## src/rtl/l1_loader_pkg.sv

```systemverilog
// Shared constants and FSM state type for the L1 signalling bus writer.
// Holds the default L1 block length and the loader state encoding.
package l1_loader_pkg;

    // Number of bytes in one L1 block unless overridden per instance.
    localparam int L1_LEN_BYTES_DEF = 32;

    localparam int BYTE_W = 8;

    typedef enum logic {
        IDLE = 1'b0,
        LOAD = 1'b1
    } l1_state_t;

endpackage

```

## src/rtl/l1_shadow_buf.sv

```systemverilog
// Byte-addressed shadow register array for one L1 block.
// Ports: clk, rst_n (async, active-low), we/addr/data byte write, bus = flat view.
module l1_shadow_buf
    import l1_loader_pkg::*;
#(
    parameter int N_BYTES = L1_LEN_BYTES_DEF,
    parameter int ADDR_W  = 7
) (
    input  logic                      clk,
    input  logic                      rst_n,
    input  logic                      we,
    input  logic [ADDR_W-1:0]         addr,
    input  logic [BYTE_W-1:0]         data,
    output logic [BYTE_W*N_BYTES-1:0] bus
);

    always_ff @(posedge clk or negedge rst_n) begin
        if (!rst_n) begin
            bus <= '0;
        end else if (we) begin
            bus[{addr, 3'b000} +: BYTE_W] <= data;
        end
    end

endmodule

```

## src/rtl/l1_loader.sv

```systemverilog
// Assembles an L1 byte stream into a shadow block and commits it to the
// active L1 bus on a frame-boundary UPDATE strobe.
// Ports: CLK, RST (async, active-low); DATA_IN/ENA/SOP byte stream;
//   UPDATE commit strobe; L1_BUS_OUT active block (byte i at [8i+7:8i]);
//   L1_VALID, L1_CHANGED, PENDING status; ERR_SHORT/ERR_LONG error pulses.
module l1_loader
    import l1_loader_pkg::*;
#(
    parameter int L1_LEN_BYTES = L1_LEN_BYTES_DEF,
    parameter int CNT_W        = 7
) (
    input  logic                           CLK,
    input  logic                           RST,
    input  logic [BYTE_W-1:0]              DATA_IN,
    input  logic                           ENA,
    input  logic                           SOP,
    input  logic                           UPDATE,
    output logic [BYTE_W*L1_LEN_BYTES-1:0] L1_BUS_OUT,
    output logic                           L1_VALID,
    output logic                           L1_CHANGED,
    output logic                           PENDING,
    output logic                           ERR_SHORT,
    output logic                           ERR_LONG
);

    localparam logic [CNT_W-1:0] LAST = CNT_W'(L1_LEN_BYTES - 1);

    l1_state_t                     state, state_n;
    logic [CNT_W-1:0]              cnt, cnt_n;
    logic                          pend_n;
    logic                          short_n, long_n;
    logic                          we;
    logic [CNT_W-1:0]              waddr;
    logic [BYTE_W*L1_LEN_BYTES-1:0] shadow;
    logic                          commit;

    l1_shadow_buf #(
        .N_BYTES (L1_LEN_BYTES),
        .ADDR_W  (CNT_W)
    ) u_shadow (
        .clk   (CLK),
        .rst_n (RST),
        .we    (we),
        .addr  (waddr),
        .data  (DATA_IN),
        .bus   (shadow)
    );

    // A commit samples the shadow as it stands before this edge, so a
    // SOP arriving in the same cycle cannot corrupt the committed block.
    assign commit = UPDATE && PENDING;

    always_comb begin
        state_n = state;
        cnt_n   = cnt;
        pend_n  = PENDING;
        short_n = 1'b0;
        long_n  = 1'b0;
        we      = 1'b0;
        waddr   = '0;

        if (commit) begin
            pend_n = 1'b0;
        end

        unique case (state)
            IDLE: begin
                if (ENA && SOP) begin
                    we      = 1'b1;
                    waddr   = '0;
                    cnt_n   = CNT_W'(1);
                    pend_n  = 1'b0;
                    state_n = LOAD;
                end else if (ENA) begin
                    long_n = 1'b1;
                end
            end
            LOAD: begin
                if (ENA && SOP) begin
                    we      = 1'b1;
                    waddr   = '0;
                    cnt_n   = CNT_W'(1);
                    short_n = 1'b1;
                end else if (ENA) begin
                    we    = 1'b1;
                    waddr = cnt;
                    if (cnt == LAST) begin
                        cnt_n   = '0;
                        pend_n  = 1'b1;
                        state_n = IDLE;
                    end else begin
                        cnt_n = cnt + 1'b1;
                    end
                end
            end
            default: state_n = IDLE;
        endcase
    end

    always_ff @(posedge CLK or negedge RST) begin
        if (!RST) begin
            state      <= IDLE;
            cnt        <= '0;
            PENDING    <= 1'b0;
            ERR_SHORT  <= 1'b0;
            ERR_LONG   <= 1'b0;
            L1_BUS_OUT <= '0;
            L1_VALID   <= 1'b0;
            L1_CHANGED <= 1'b0;
        end else begin
            state      <= state_n;
            cnt        <= cnt_n;
            PENDING    <= pend_n;
            ERR_SHORT  <= short_n;
            ERR_LONG   <= long_n;
            L1_CHANGED <= 1'b0;
            if (commit) begin
                L1_BUS_OUT <= shadow;
                L1_VALID   <= 1'b1;
                // First commit always counts as a change.
                L1_CHANGED <= (shadow != L1_BUS_OUT) || !L1_VALID;
            end
        end
    end

endmodule

```

## config.mk

```make
export PLATFORM = sky130hd
export DESIGN_NAME = l1_loader
export DESIGN_NICKNAME = d
export VERILOG_FILES = /design/src/rtl/l1_loader_pkg.sv /design/src/rtl/l1_shadow_buf.sv /design/src/rtl/l1_loader.sv
export SDC_FILE = /design/constraint.sdc
export NUM_CORES = 1
export LEC_CHECK = 0
export CAP_MARGIN = 20
export CORE_MARGIN = 3
export CORE_UTILIZATION = 45
export DETAILED_ROUTE_END_ITERATION = 10
export PLACE_DENSITY = 0.66
export SLEW_MARGIN = 20
export SYNTH_ARGS = -nofsm -noshare
export SYNTH_HDL_FRONTEND = slang
export SYNTH_SLANG_ARGS = --single-unit
```

## constraint.sdc

```tcl
create_clock -name CLK -period 4.75 [get_ports CLK]
set_clock_uncertainty 0.05 [all_clocks]
set_input_delay 0.475 -clock CLK [delete_from_list [all_inputs] [get_ports CLK]]
set_output_delay 0.475 -clock CLK [all_outputs]
set_load 0.005 [all_outputs]
```

Yosys cells after proc, flatten, opt, wreduce, memory -nomap -nowiden. Cells that the tools add are included.

Add/subtract/negate cells: 2. Equal/unequal tests: 4. Shift operators: 2. Muxes and demuxes: 27. Bitwise gates (word level): 1. Reductions and logical operators: 5.

Operator list (number): bitwise mux 256 bit (1); inequality test 256 bit (1); variable shift 8 x 12 -> 256 bit, first input constant (1); variable part select 8 x 12 -> 256 bit (1); 2-to-1 mux 7 bit (6); one-hot mux 7 bit (2 select lines) (2); 2-to-1 mux 1 bit (15); negation 10 -> 12 bit (1); adder 7 x 1 -> 7 bit, second input constant (1); == test 7 x 5 -> 1 bit, second input constant (1); one-hot mux 1 bit (2 select lines) (3); inequality test 3 x 2 -> 1 bit, second input constant (1); logical AND 1 bit (2); inequality test 2 bit, second input constant (1); AND reduction 2 bit (1); logical NOT 1 bit (1); logical OR 1 bit (1); NOT 1 bit (1).

Bits in registers: 525. Bits of input ports: 13. Output and inout bits: 261. Logic and storage cells: 50.

Longest topological paths before layout. Gate-level depths: netlist of the first run.

Word-level depth: 6. Gate-level depth with buffers: 13. Gate-level depth less buffers: 9.

Cells and area by module. Synthesis of the first run repeated with hierarchy kept, for this count alone.

Cell total of the unflattened synthesis: 1893. Area total of the unflattened synthesis: 23754.0 um^2.

By module, submodules not included: l1_loader (times used 1, cells each 1145, area an instance 13211.4 um^2, seq. area each 6731.5 um^2); l1_shadow_buf (times used 1, cells each 748, area an instance 10542.6 um^2, seq. area each 6406.1 um^2).

Worst setup path after synthesis of the first run. No wires, ideal clock.

Path kind: input port to flip-flop. From: in SOP. To: reg u_shadow.bus[40]. Setup time: 125 ps. Arrival time: 3113 ps. Required time: 4575 ps. Path slack: 1462 ps. Stages on the path: 12. Path buffers: 3. Cell sequence: buf_2 > and3b_1 > buf_2 > nand2_1 > ha_1 > buf_2 > o21bai_1 > a31o_2 > nor3_1 > nand4_1 > nor2_2 > mux2_2.

Cells in the longest elaborated chain, start to end: 6. Elaborated cells between the ends (all ways): 10. Classes of those cells: add/sub (1); shift (2); mux (6); reduce/logical (1).

RTL lines: from (decl) (RTL line l1_loader.sv:16) `input logic SOP,`; logical AND 1 bit * (RTL line l1_loader.sv:68, l1_loader.sv:79); 2-to-1 mux 7 bit (RTL line l1_loader.sv:79) `if (ENA && SOP) begin`; one-hot mux 7 bit (2 select lines) (RTL line l1_loader.sv:66) `unique case (state)`; negation 10 -> 12 bit (RTL line l1_shadow_buf.sv:21) `bus[{addr, 3'b000} +: BYTE_W] <= data;`; variable part select 8 x 12 -> 256 bit or variable shift 8 x 12 -> 256 bit (tied branches) (RTL line l1_shadow_buf.sv:21); bitwise mux 256 bit (RTL line l1_shadow_buf.sv:21); to (signal, indexed assignment) (RTL line l1_shadow_buf.sv:21); to (decl) (RTL line l1_shadow_buf.sv:14) `output logic [BYTE_W*N_BYTES-1:0] bus`.

Every way passes the cells marked *; elsewhere a longest branch is shown, timed or not. A chain may end at the register's enable or synchronous reset.

Worst setup path in the final report of the first run.
From: reg cnt[0]. To: reg u_shadow.bus[48].

Cells in the longest elaborated chain, start to end: 6. Elaborated cells between the ends (all ways): 7. Classes of those cells: add/sub (1); shift (2); mux (4).

RTL lines: from (decl) (RTL line l1_loader.sv:29) `logic [CNT_W-1:0] cnt, cnt_n;`; from (signal assigned) (RTL line l1_loader.sv:112) `cnt <= cnt_n;`; 2-to-1 mux 7 bit * (RTL line l1_loader.sv:84) `end else if (ENA) begin`; 2-to-1 mux 7 bit * (RTL line l1_loader.sv:79); one-hot mux 7 bit (2 select lines) * (RTL line l1_loader.sv:66); negation 10 -> 12 bit * (RTL line l1_shadow_buf.sv:21); variable part select 8 x 12 -> 256 bit or variable shift 8 x 12 -> 256 bit (tied branches) (RTL line l1_shadow_buf.sv:21); bitwise mux 256 bit * (RTL line l1_shadow_buf.sv:21).

Marked as above.

==> metrics.yaml, run 1 <==
die:
  io_pins: 274
  start_util_pct: 46.1
  core_mm2: 0.0519
  die_area_mm2: 0.0560
  core.rowCount: 83
  die_w_um: 237
  die_h_um: 237
setup_path:
  slowest_stage: "dfrtp_1"
  critical-path-max-stage-delay_ns: 0.58
  cp_top_family: "simple AND/OR/NAND/NOR gates"
  worstPathCellList: "nand4b_1, ha_1, o21bai_1, a31o_2, nor3_1, nand3_1, nor2_2, mux2_2"
  crit_path_end_kind: "register"
  crit_type: "register to register"
  r2r-start: "cnt[0]"
  critical_path_buf_inv_count: 0
  cp-start-kind: "register"
  arrival_ns: 4.30
  cp_max_fo: 10
  worstSetupStartpoint: "cnt[0]"
  required_ns: 5.20
timing:
  hold_viol_final: 0
  rsz0062_at_grt: "false"
  worst_pin_slew_ns: 1.21
  layout_min_cycle_time_ns: 3.86
  worst_slack_ns: 0.895
  fin_crit_sh_pct: 81.2
  slew_headroom_pct: 18.6
  clock.fmax_mhz: 259
  final.setup.tns_ns: 0
  slew_violations: 0
  setup_violations: 0
run_status:
  status: "complete, no violations"
power_and_ir_drop:
  ir_worst_vdd_uv: 268
  p_leak_nw: 14.2
  power.density_mw_per_mm2: 333
synthesis:
  synthMuxAreaShare_pct: 20.9
  synth_top_family_by_area: "multiplexers"
  synth.distinct_cells: 56
  synthSimpleGateAreaFrac_pct: 11.0
  yosysWarnings: 0
  synthTopCellsByArea: "dfrtp_1 55%, mux2_2 20%, xnor2_1 2.8%"
  ys_seq_area_share_pct: 54.9
  yosysTopAreaCell: "dfrtp_1"
  syn_avg_cell_area_um2: 12.4
  synth_fa_ha_area_share_pct: 0.105
  synth-compound-area-share_pct: 6.28
  synth_top_area_share_pct: 54.9
  yosysMostFrequentCell: "dfrtp_1"
  syn_area_mm2: 0.0239
  synth_cells: 1931
  synth_async_sr_flop_share_pct: 100
  synth_common_cells: "525 x dfrtp_1, 424 x mux2_2, 116 x nand2_1"
  synthXorXnorAreaFrac_pct: 4.10
  synth_seq_cells: 525
  synth_edf_count: 0
  synth_nets: 1946
  synth-main-ff-cell: "dfrtp_1"
clock_network:
  cts.sinks: 525
  cts_inserted_buffers: 56
  cts_resized: 0
  cts_buffer_depth: 3
  clockRootBuffer: "clkbuf_16"
  clock_latency_ns: 0.61
  tritoncts: "yes"
  htree_num_levels: 2
  clk_pin_slew_ns: 0.06
finish:
  fin_nets: 2247
  fin_util_pct: 57.0
  fillers: 4400
  area_delta_synth_final_pct: 23.5
  design_area_mm2: 0.0296
  drive_gt1_share_pct: 25.7
job:
  max_cap_violations: 0
global_routing:
  grt_antenna_before_repair: 2
  grt_overflow_total: 0
  grt_max_degree: 106
  grt_pass1_wl_um: 126000
  grt_pass1_vias: 17304
  grt_usage_pct: 31.2
detailed_routing:
  drt_iter0_markers: 1714
  via_count: 17180
  detail_route.first_pass.iterations: 5
  finalWirelength_um: 88500
  routed_via_density: 5.81
  drtAntennaViolNets: 0
  drc: 0
  wl_per_cell_um: 29.9
placed_design:
  dpl.hpwl_um: 68600
  port_buffers: 273
  place_area_mm2: 0.0276
  gp_congestion: 0.985
  detailedPlace.worstSlack_ns: 0.458
hold_path:
  worst_hold_path_type: "primary input to asynchronous set/reset pin"
==> flip-flops by register name, indices dropped and copies added, names as in the netlist <==
signal and cells:
L1_BUS_OUT 256, u_shadow.bus 256, cnt 7, ERR_LONG 1
ERR_SHORT 1, L1_CHANGED 1, L1_VALID 1, PENDING 1
state 1
==> cell type report <==
| cell class | count | area [um2] | share of cell area (%) |
|---|---|---|---|
| flip-flops and latches | 525 | 13100 | 44.4 |
| multi-input cells | 1237 | 10200 | 34.4 |
| repair buffers | 301 | 3060 | 10.4 |
| clock buffers | 85 | 1690 | 5.72 |
| well taps | 680 | 851 | 2.88 |
| inverters | 111 | 417 | 1.41 |
| clock inverters | 17 | 251 | 0.850 |
| diodes | 1 | 2.50 | 0.00846 |
==> repair_timing <==
action,CTS,global route
hold buffers,1,0
hold endpoints to repair,98,0
buffers inserted,0,0
==> metrics by stage <==
| step | instances | hold slack, ns | total power [mW] |
|---|---|---|---|
| global placement | 2853 | 0.438 | 5.29 |
| floorplan | 1931 | 0.129 | 4.97 |
| CTS | 2956 | 0.444 | 9.90 |
| global route | 2956 | 0.480 | 10.1 |
| detailed placement | 2853 | 0.446 | 5.30 |
| finish | 2957 | 0.403 | 9.85 |
==> power by group <==
group          switching (mW)  total (mW)  internal, mW
Combinational           0.431       0.621         0.191
Clock                    1.86        4.63          2.77
Sequential             0.0808        4.60          4.52
==> cells in the final DEF, fill, tap and decap left out, types with 8 or more instances in the layout <==
cell and n:
dfrtp_1 525, nor2b_1 90, o2111ai_1 10, a2111o_1 25, nand3_1 10, a21oi_1 8
nand2b_1 36, nor2_2 8, and2_1 41, xnor2_1 77, inv_1 111, nand4_1 31
clkdlybuf4s50_1 272, nor4_1 37, buf_4 18, o21ai_0 81, o2bb2ai_1 20, nand2_1 115
nor2_1 64, o22ai_1 32, mux2_4 16, mux2_2 424, nor3_1 8, clkbuf_16 57
nor2_8 8, clkbuf_8 16, buf_12 9, xor2_1 35, clkbuf_1 12
==> path summary, 6_finish.rpt <==
path	to	slack, ns	cells after the start
max	u_shadow.bus[48]	0.89	8
min	L1_BUS_OUT[153]	0.40	2
max reg2reg	u_shadow.bus[48]	0.89	8
min reg2reg	L1_VALID	0.47	1
max in group asynchronous	u_shadow.bus[17]	2.91	3
min in group CLK	L1_VALID	0.47	1
==> layer usage <==
metal	GRT usage, %	vias up	part of all wire [%]
met1	42.9	8927	42
met5	0	-	0.016
met2	50.2	713	47
met3	5.05	131	6.9
met4	11.5	2	3.9
li1	-	7407	-
==> cells by family (layout without fill, tap and decap cells) <==
logic type                 Yosys count  count (layout)
muxes                              440             440
other                                0               1
buffers and inverters              169             514
and+or+nand+nor                    469             469
adders and majority gates            2               2
AOI/OAI and AO/OA                  214             214
DFF                                525             525
xor gates and xnor gates           112             112
Note: power is estimated with default switching activity, not from simulation.
==> run 2: changes to the inputs <==
==> constraint.sdc (replaced) <==
create_clock -name CLK -period 4.04 [get_ports CLK]
set_clock_uncertainty 0.05 [all_clocks]
set_input_delay 0.404 -clock CLK [delete_from_list [all_inputs] [get_ports CLK]]
set_output_delay 0.404 -clock CLK [all_outputs]
set_load 0.005 [all_outputs]
==> run 2 against run 1 <==
Compared with the run above:
- die area stayed put
- critical path type unchanged
- sequential power is 18% higher
- clock power is 19% higher
- power is 18% higher
- worst setup slack worse by 0.15 ns
- utilization is 0.38 points higher
- combinational power is 22% higher
- fmax is 17% higher
==> metrics.yaml, run 2 (synthesis gave the netlist of run 1 again) <==
run_status:
  status: "complete, no violations"
setup_path:
  required_ns: 4.53  # -0.67 ns
  cp_max_fo: 10  # unchanged
  cp-start-kind: "register"
  arrival_ns: 3.79  # -0.51 ns
  crit_type: "register to register"
  crit_path_end_kind: "register"
  worstSetupStartpoint: "state"
  r2r-start: "state"
clock_network:
  clock_latency_ns: 0.61  # about the same
  cts_buffer_depth: 3  # unchanged
  cts_inserted_buffers: 57  # +1.8%
  clockRootBuffer: "clkbuf_16"
  cts.sinks: 525  # unchanged
  cts_resized: 0  # unchanged
  htree_num_levels: 2  # unchanged
  clk_pin_slew_ns: 0.06  # about the same
  tritoncts: "yes"
timing:
  final.setup.tns_ns: 0  # unchanged
  clock.fmax_mhz: 304  # +17%
  fin_crit_sh_pct: 81.5  # +0.29 points
  hold_viol_final: 0  # unchanged
  layout_min_cycle_time_ns: 3.29  # -0.565 ns
  setup_violations: 0  # unchanged
  rsz0062_at_grt: "false"
  slew_violations: 0  # unchanged
  slew_headroom_pct: 20.5  # +1.9 points
  worst_pin_slew_ns: 1.19  # -0.0231 ns
placed_design:
  dpl.hpwl_um: 68600  # about the same
  place_area_mm2: 0.0278  # +0.55%
  port_buffers: 273  # unchanged
  gp_congestion: 0.988  # +0.38%
finish:
  fin_nets: 2265  # +0.80%
  layout_commonest_cell: "dfrtp_1"
  layout_common_cells: "525 x dfrtp_1, 424 x mux2_2, 272 x clkdlybuf4s50_1, 115 x nand2_1, 111 x inv_1"
  fillers: 4323  # -1.8%
  reg_top3: "L1_BUS_OUT (256), u_shadow.bus (256), cnt (7)"
  drive_gt1_share_pct: 26.5  # +0.72 points
  diodes: 0  # -1
  regArea_mm2: 0.0131  # unchanged
  design_area_mm2: 0.0298  # +0.66%
  multi_input_area_mm2: 0.0102  # unchanged
  area_delta_synth_final_pct: 24.4
global_routing:
  grt_pass1_wl_um: 127000  # +0.51%
  grt_antenna_before_repair: 1  # -1
  grt_pass1_vias: 17172  # -0.76%
  grt_max_degree: 92  # -13%
  grt_overflow_total: 0  # unchanged
  grt_usage_pct: 31.4  # +0.16 points
detailed_routing:
  routed_via_density: 5.80  # about the same
  drt_iter0_markers: 1575  # -8.1%
  via_count: 17281  # +0.59%
  detail_route.first_pass.iterations: 5  # unchanged
  wl_per_cell_um: 29.8  # -0.32%
  drc: 0  # unchanged
  finalWirelength_um: 88800  # +0.35%
  drtAntennaViolNets: 0  # unchanged
hold_path:
  worst_hold_path_type: "primary input to asynchronous set/reset pin"
die:
  die_w_um: 237  # unchanged
  io_pins: 274  # unchanged
  start_util_pct: 46.1  # unchanged
  core_mm2: 0.0519  # unchanged
  die_area_mm2: 0.0560  # unchanged
  die_h_um: 237  # unchanged
  core.rowCount: 83  # unchanged
power_and_ir_drop:
  ir_worst_vdd_uv: 306  # +14%
  power.total_mw: 11.7  # +18%
  p_leak_nw: 14.3  # +0.88%
  power.density_mw_per_mm2: 392  # +18%
job:
  max_cap_violations: 0  # unchanged
run 2: final timing paths:
check	to	slack, ns	depth (start not counted)
min	L1_BUS_OUT[255]	0.40	2
max in group asynchronous	u_shadow.bus[190]	2.39	4
max	u_shadow.bus[199]	0.75	8
min reg2reg	u_shadow.bus[59]	0.46	1
max reg2reg	u_shadow.bus[199]	0.75	8
min in group CLK	u_shadow.bus[59]	0.46	1
run 2: final cells by class:
type                       instances  share of cell area (%)
sequential                       525                    44.1
timing repair buffer             318                    10.8
multi-input combinational       1237                    34.1
clock inverter                    19                   0.874
tap                              680                    2.86
clock buffer                      87                    5.81
inverter                         111                    1.40
run 2: where the power goes:
part           switching, mW  total, mW  internal, mW
sequential            0.0875       5.41          5.32
combinational          0.512      0.756         0.244
clock                   2.18       5.50          3.32
total                   2.78       11.7          8.89
run 2: timing repair:
action / in CTS / in global routing
endpoints found under the hold margin: 81 / 0
hold buffers: 1 / 0
setup endpoints to repair: 0 / 0
setup buffers: 0 / 0
run 2: metal layers:
| metal | track usage [%] | vias up | part of all wire, % |
|---|---|---|---|
| li1 | - | 7440 | - |
| met1 | 43.8 | 9017 | 43 |
| met2 | 50.4 | 690 | 47 |
| met3 | 3.62 | 134 | 6.0 |
| met4 | 12.2 | 0 | 4.3 |
| met5 | 0 | - | 0 |
run 2: per-stage QoR:
stage	util (%)	hold slack (ns)	setup slack, ns	std cells
floorplan	-	0.0584	0.823	1931
CTS	57.3	0.421	0.811	2977
global route	57.3	0.453	0.541	2977
global placement	53.5	0.438	0.358	2870
detailed placement	53.5	0.445	0.236	2870
finish	57.3	0.400	0.749	2977
run 2: worst max-delay path: stages (launching register included):
cell,delay (ns)
dfrtp_1,0.46
and3b_1,0.23
nand2_1,0.09
ha_1,0.37
a211o_1,0.18
nand3_1,0.31
nor3_2,1.06
and2_1,0.31
mux2_2,0.16
==> run 3: changes to the inputs <==
--- a/config.mk
+++ b/config.mk
@@ -9,7 +9,7 @@
 export CORE_MARGIN = 3
 export CORE_UTILIZATION = 45
 export DETAILED_ROUTE_END_ITERATION = 10
-export PLACE_DENSITY = 0.66
+export PLACE_DENSITY = 0.69
 export SLEW_MARGIN = 20
 export SYNTH_ARGS = -nofsm -noshare
 export SYNTH_HDL_FRONTEND = slang
==> constraint.sdc (replaced) <==
create_clock -name CLK -period 2.85 [get_ports CLK]
set_clock_uncertainty 0.05 [all_clocks]
set_input_delay 0.285 -clock CLK [delete_from_list [all_inputs] [get_ports CLK]]
set_output_delay 0.285 -clock CLK [all_outputs]
set_load 0.005 [all_outputs]
==> run 3 against run 2 <==
Compared with the run above:
- hold slack lost 0.24 ns
- fmax grew 17%
- non-clock buffer count grew 121
- combinational power grew 72%
- die area is the same
- cell area grew 4.2%
- critical endpoint is now L1_CHANGED
- largest power group is now registers
==> metrics.yaml, run 3 (synthesis gave the netlist of run 1 again) <==
finish:
  multi_input_area_mm2: 0.0103  # +1.2%
  fin_nets: 2385  # +5.3%
  fillers: 4217  # -2.5%
  drive_gt1_share_pct: 30.6  # +4.1 points
  regArea_mm2: 0.0131  # unchanged
  area_delta_synth_final_pct: 29.6
  reg_top3: "L1_BUS_OUT (256), u_shadow.bus (256), cnt (7)"
  layout_commonest_cell: "dfrtp_1"
  layout_common_cells: "525 x dfrtp_1, 424 x mux2_2, 272 x clkdlybuf4s50_1, 128 x buf_4, 113 x nand2_1"
global_routing:
  grt-busiest-layer: "met2"
  met1_usage_pct: 42.9  # -0.90 points
  grt_pass1_vias: 17794  # +3.6%
  grtUsageMet2_pct: 53.1  # +2.7 points
  grt_overflow_total: 0  # unchanged
  grt_pass1_wl_um: 129000  # +2.3%
  grt_antenna_before_repair: 1  # unchanged
  gr-usage-met3_pct: 5.11  # +1.5 points
  grt_max_degree: 83  # -9.8%
  grt_usage_pct: 32.0  # +0.60 points
power_and_ir_drop:
  power.total_mw: 16.5  # +41%
  seqPwrFrac_pct: 46.3  # about the same
  p_leak_nw: 14.9  # +4.6%
  power.density_mw_per_mm2: 532  # +36%
  ir_worst_vdd_uv: 515  # +68%
  switchingPower_mw: 4.03  # +45%
  p_int_mw: 12.5  # +40%
  power_frac_comb_pct: 7.9  # +1.4 points
  p_clk_share_pct: 45.8  # -1.4 points
  swShare_pct: 24.4  # +0.62 points
die:
  core.rowCount: 83  # unchanged
  die_w_um: 237  # unchanged
  core_mm2: 0.0519  # unchanged
  die_area_mm2: 0.0560  # unchanged
  start_util_pct: 46.1  # unchanged
  die_h_um: 237  # unchanged
  io_pins: 274  # unchanged
setup_path:
  critical-path-max-stage-delay_ns: 0.64  # -0.42 ns
  r2r_slack_ns: 0.03  # -0.72 ns
  rr_endpoint: "L1_CHANGED"
  cp-endpoint: "L1_CHANGED"
  worstSetupStartpoint: "L1_BUS_OUT[233]"
  required_ns: 3.25  # -1.28 ns
  arrival_ns: 3.22  # -0.57 ns
  slowest_stage: "a2111oi_1"
  cp_max_fo: 4  # -6
  crit_path_end_kind: "register"
  cp-start-kind: "register"
  r2r_cells: 6  # -2
  worstPathCellList: "nand2b_1, o2111ai_1, a2111oi_1, nand4_1, nor4_1, a31oi_1"
  r2r-start: "L1_BUS_OUT[233]"
  crit_type: "register to register"
timing:
  clock.fmax_mhz: 355  # +17%
  worst_hold_slack_ns: 0.163  # -0.237 ns
  slew_violations: 0  # unchanged
  worst_pin_slew_ns: 0.883  # -0.303 ns
  layout_min_cycle_time_ns: 2.82  # -0.471 ns
  slew_headroom_pct: 41.0  # +20 points
  fin_crit_sh_pct: 99.0  # +17 points
  hold_viol_final: 0  # unchanged
  setup_violations: 0  # unchanged
detailed_routing:
  drtAntennaViolNets: 0  # unchanged
  drc: 0  # unchanged
  finalWirelength_um: 90900  # +2.3%
  routed_via_density: 5.77  # -0.60%
  via_count: 17846  # +3.3%
  drt_iter0_markers: 1664  # +5.7%
  detail_route.first_pass.iterations: 5  # unchanged
  wl_per_cell_um: 29.4  # -1.5%
placed_design:
  dpl.hpwl_um: 70900  # +3.2%
  port_buffers: 273  # unchanged
  gp_congestion: 0.983  # -0.52%
clock_network:
  clockRootBuffer: "clkbuf_16"
  clk_pin_slew_ns: 0.06  # about the same
  cts_buffer_depth: 3  # unchanged
  clock_latency_ns: 0.63  # +0.02 ns
  cts_inserted_buffers: 56  # -1.8%
  htree_num_levels: 2  # unchanged
  cts.sinks: 525  # unchanged
  cts_setup_buffers: 0  # unchanged
  tritoncts: "yes"
run_status:
  status: "complete, no violations"
job:
  max_cap_violations: 0  # unchanged
hold_path:
  worst_hold_path_type: "primary input to asynchronous set/reset pin"
## run 3: cell count changes in the layout (fill, tap and decap cells not counted), moves of 3 or more
| cell | before | now |
|---|---|---|
| buf_4 | 33 | 128 |
| buf_12 | 11 | 36 |
| clkbuf_8 | 19 | 13 |
| nor2_2 | 8 | 2 |
| nor2_4 | 0 | 6 |
| clkbuf_1 | 11 | 8 |
## run 3: worst min-delay path by stage
stage | start | slack, ns | to | cells after the start
3_3_place_gp | RST | 0.24 | L1_BUS_OUT[153] | 1
6_report | RST | 0.16 | L1_BUS_OUT[153] | 2
4_1_cts | RST | 0.17 | L1_BUS_OUT[153] | 2
5_1_grt | RST | 0.20 | L1_BUS_OUT[153] | 2
3_5_place_dp | RST | 0.24 | L1_BUS_OUT[153] | 1
2_1_floorplan | RST | -0.06 | ERR_LONG | 0
## run 3: power groups by stage
stage	logic [mW]	registers (mW)	clock network, mW
3_3_place_gp	1.24	7.77	0
3_5_place_dp	1.25	7.78	0
2_1_floorplan	0.559	7.74	0
5_1_grt	1.39	7.65	7.92
4_1_cts	1.26	7.64	7.63
6_report	1.30	7.64	7.55
## run 3: what timing repair did
action | 4_1_cts | 5_1_grt
setup endpoints to repair | 8 | 244
gates cloned | 0 | 0
hold endpoints to repair | 51 | 0
resized for setup | 1 | 15
pin swaps | 0 | 4
hold buffers | 1 | 0
## run 3: final cells by class
cell class                      instances  share of cell area [%]
Clock inverter                         22                   0.831
Clock buffer                           78                    5.27
Timing Repair Buffer                  439                    14.3
Tap cell                              680                    2.74
Sequential cell                       525                    42.3
Antenna cell                            1                 0.00807
Multi-Input combinational cell       1237                    33.1
Inverter                              111                    1.34
## run 3: per-layer routing
| layer | wire length, um | part of all wire [%] |
|---|---|---|
| met1 | 37700 | 41 |
| met2 | 43700 | 48 |
| met3 | 6140 | 6.8 |
| met4 | 3390 | 3.7 |
| met5 | 0 | 0 |
## run 3: worst max-delay path, delay by kind of cell, from the launching register on
family          cells  cell delay (ns)
simple gates        3             0.95
flops               1             0.50
compound gates      3             1.14
## run 3: stage by stage
step / setup TNS, ns / util (%) / worst slack (ns) / area [um2] / cells
final: 0 / 59.7 / 0.0298 / 31000 / 3093
after global routing: -0.175 / 59.7 / -0.0237 / 31000 / 3092
after CTS: 0 / 59.6 / 0.00259 / 31000 / 3092
after detailed placement: -110.40 / 55.9 / -0.535 / 29000 / 2991
after global placement: -88.32 / 55.9 / -0.429 / 29000 / 2991
after floorplan: 0 / - / 0.00910 / 24000 / 1931
==> RTL edit: new RTL, settings of run 3 <==
Change the package constant `BYTE_W` from 8 to 9.
--- a/src/rtl/l1_loader_pkg.sv
+++ b/src/rtl/l1_loader_pkg.sv
@@ -6,5 +6,5 @@
     localparam int L1_LEN_BYTES_DEF = 32;
 
-    localparam int BYTE_W = 8;
+    localparam int BYTE_W = 9;
 
     typedef enum logic {
Interface: changed (resized DATA_IN and L1_BUS_OUT); port bits go from 274 to 307. The function was not compared with the original's and may differ.
==> RTL edit against run 3 <==
- the flow now finishes with violations (setup timing)
- total power up 17%
- final cell count is 24% higher
- sequential cell count rose by 64
- wire length rose by 34%
- worst setup slack worse by 64 ps
- design area grew 21%
- global-route usage is 5.7 points higher
- synthesized area increased by 15%
- sequential share of layout area down 2.9 points
- critical path type unchanged
- largest power group is now the clock network
==> RTL edit: results (changes against run 3) <==
status finished, violations left; failing checks setup timing; TritonCTS Buffers 66 (+18%); post-place setup slack -609 ps (-73.0 ps); CTS HTree Levels 3 (+1); Overall Global Routing Usage 37.7% (+5.7 points); fraction of area in multi-input gates 34.0% (+0.83 points); initial antenna violation count 2 (+1); Post-Syn Nets 2406 (+24%); GP Congestion 1.02 (+4.1%); Inverters 134 (+21%); bufs w/o clock 641 (+46%); most frequent cells after synthesis 589 x dfrtp_1, 350 x mux2_2, 217 x o21ai_0; nets 3011 (+26%); max incr delay on CP 390 ps (-250 ps); Data arrival, critical path 3310 ps (+90 ps); mux share of post-synthesis cell area 15.9% (-5.1 points); buffering overhead 16.7% (+2.4 points); Via density 5.96 (+3.2%); Synth cell types 90 (+61%); crit path max-delay cell type or3b_4; Adder-Cell Fraction of Synth Area 0.0911% (-0.013 points); diode count 2 (+1); layout cell share with drive strength beyond 1 31.3% (+0.69 points); largest net degree at the start of global routing 88 (+6.0%); Setup WS post-layout -34.5 ps (-64.3 ps); Largest regs L1_BUS_OUT x288, u_shadow.bus x288, cnt x7; Initial DRC Count 2344 (+41%); Clock Latency Late Sink 610 ps (-20 ps); compound-cell area share of the yosys netlist 10.3% (+4.0 points); Switch Pwr 4.91 mW (+22%); IO Port Bufs 306 (+12%); seq pwr 8.56 mW (+12%); post-synthesis xor/xnor area fraction 4.04% (-0.057 points); synth warn 0 (unchanged); final wirelength 122 mm (+34%); register area 14700 um^2 (+12%); clock network area share 5.91% (-0.19 points); VDD IR max 441 uV (-14%); Leakage 17.3 nW (+15%); sequential area share after synthesis 53.6% (-1.2 points); vias in the first global route 22400 (+26%); clkbuf count 103 (+32%); Sink Count 589 (+12%); final setup fails 25 (+25)
RTL edit: cell count changes in the layout (fill, tap and decap cells not counted), sizes merged, moves of 31 or more:
cell	change
nand2b	+31
nor2	-36
buf	+168
nand2	+100
clkdlybuf4s50	+33
dfrtp	+64
o21ai	+141
mux2	-73
RTL edit: stage by stage:
step	TNS (ps)	power (mW)	std cells	hold WS (ps)	instance area, um^2
after floorplan	-21510	9.46	2390	-60.6	27900
after global placement	-121240	10.4	3668	244	34100
after detailed placement	-127140	10.4	3668	243	34100
after CTS	-1000	19.2	3800	205	36600
after global routing	-7470	19.8	3819	216	37400
final	-376	19.3	3821	182	37400
RTL edit: worst paths after layout:
kind	from	endpoint	slack [ps]
worst min register to register	u_shadow.bus[98]	u_shadow.bus[98]	440
worst max register to register	state	u_shadow.bus[217]	-30
min in group CLK	DATA_IN[3]	u_shadow.bus[283]	340
max in group asynchronous	RST	u_shadow.bus[230]	1600
worst max-delay path	state	u_shadow.bus[217]	-30
worst min-delay path	RST	L1_BUS_OUT[269]	180
RTL edit: timing repair:
item,in CTS,in global routing
gates cloned,0,1
pin swaps,12,33
resized for setup,32,196
buffers inserted,12,20
setup endpoints to repair,233,235
endpoints found under the hold margin,49,0
hold buffers,1,0
RTL edit: per-layer routing:
layer	up-vias	track usage, %	routed length [um]
met5	-	0	12
met4	2	19.7	7850
met3	275	8.07	11000
met2	1201	58.2	54400
met1	11600	50.4	48400
li1	9679	-	-
RTL edit: worst max-delay path: cells and delay by family, from the launching register on:
kind            cells  cell delay (ps)
compound gates      2              350
fa+ha+maj           1              120
buf+inv             3              370
flops               1              380
mux                 1              360
simple gates        5             1090
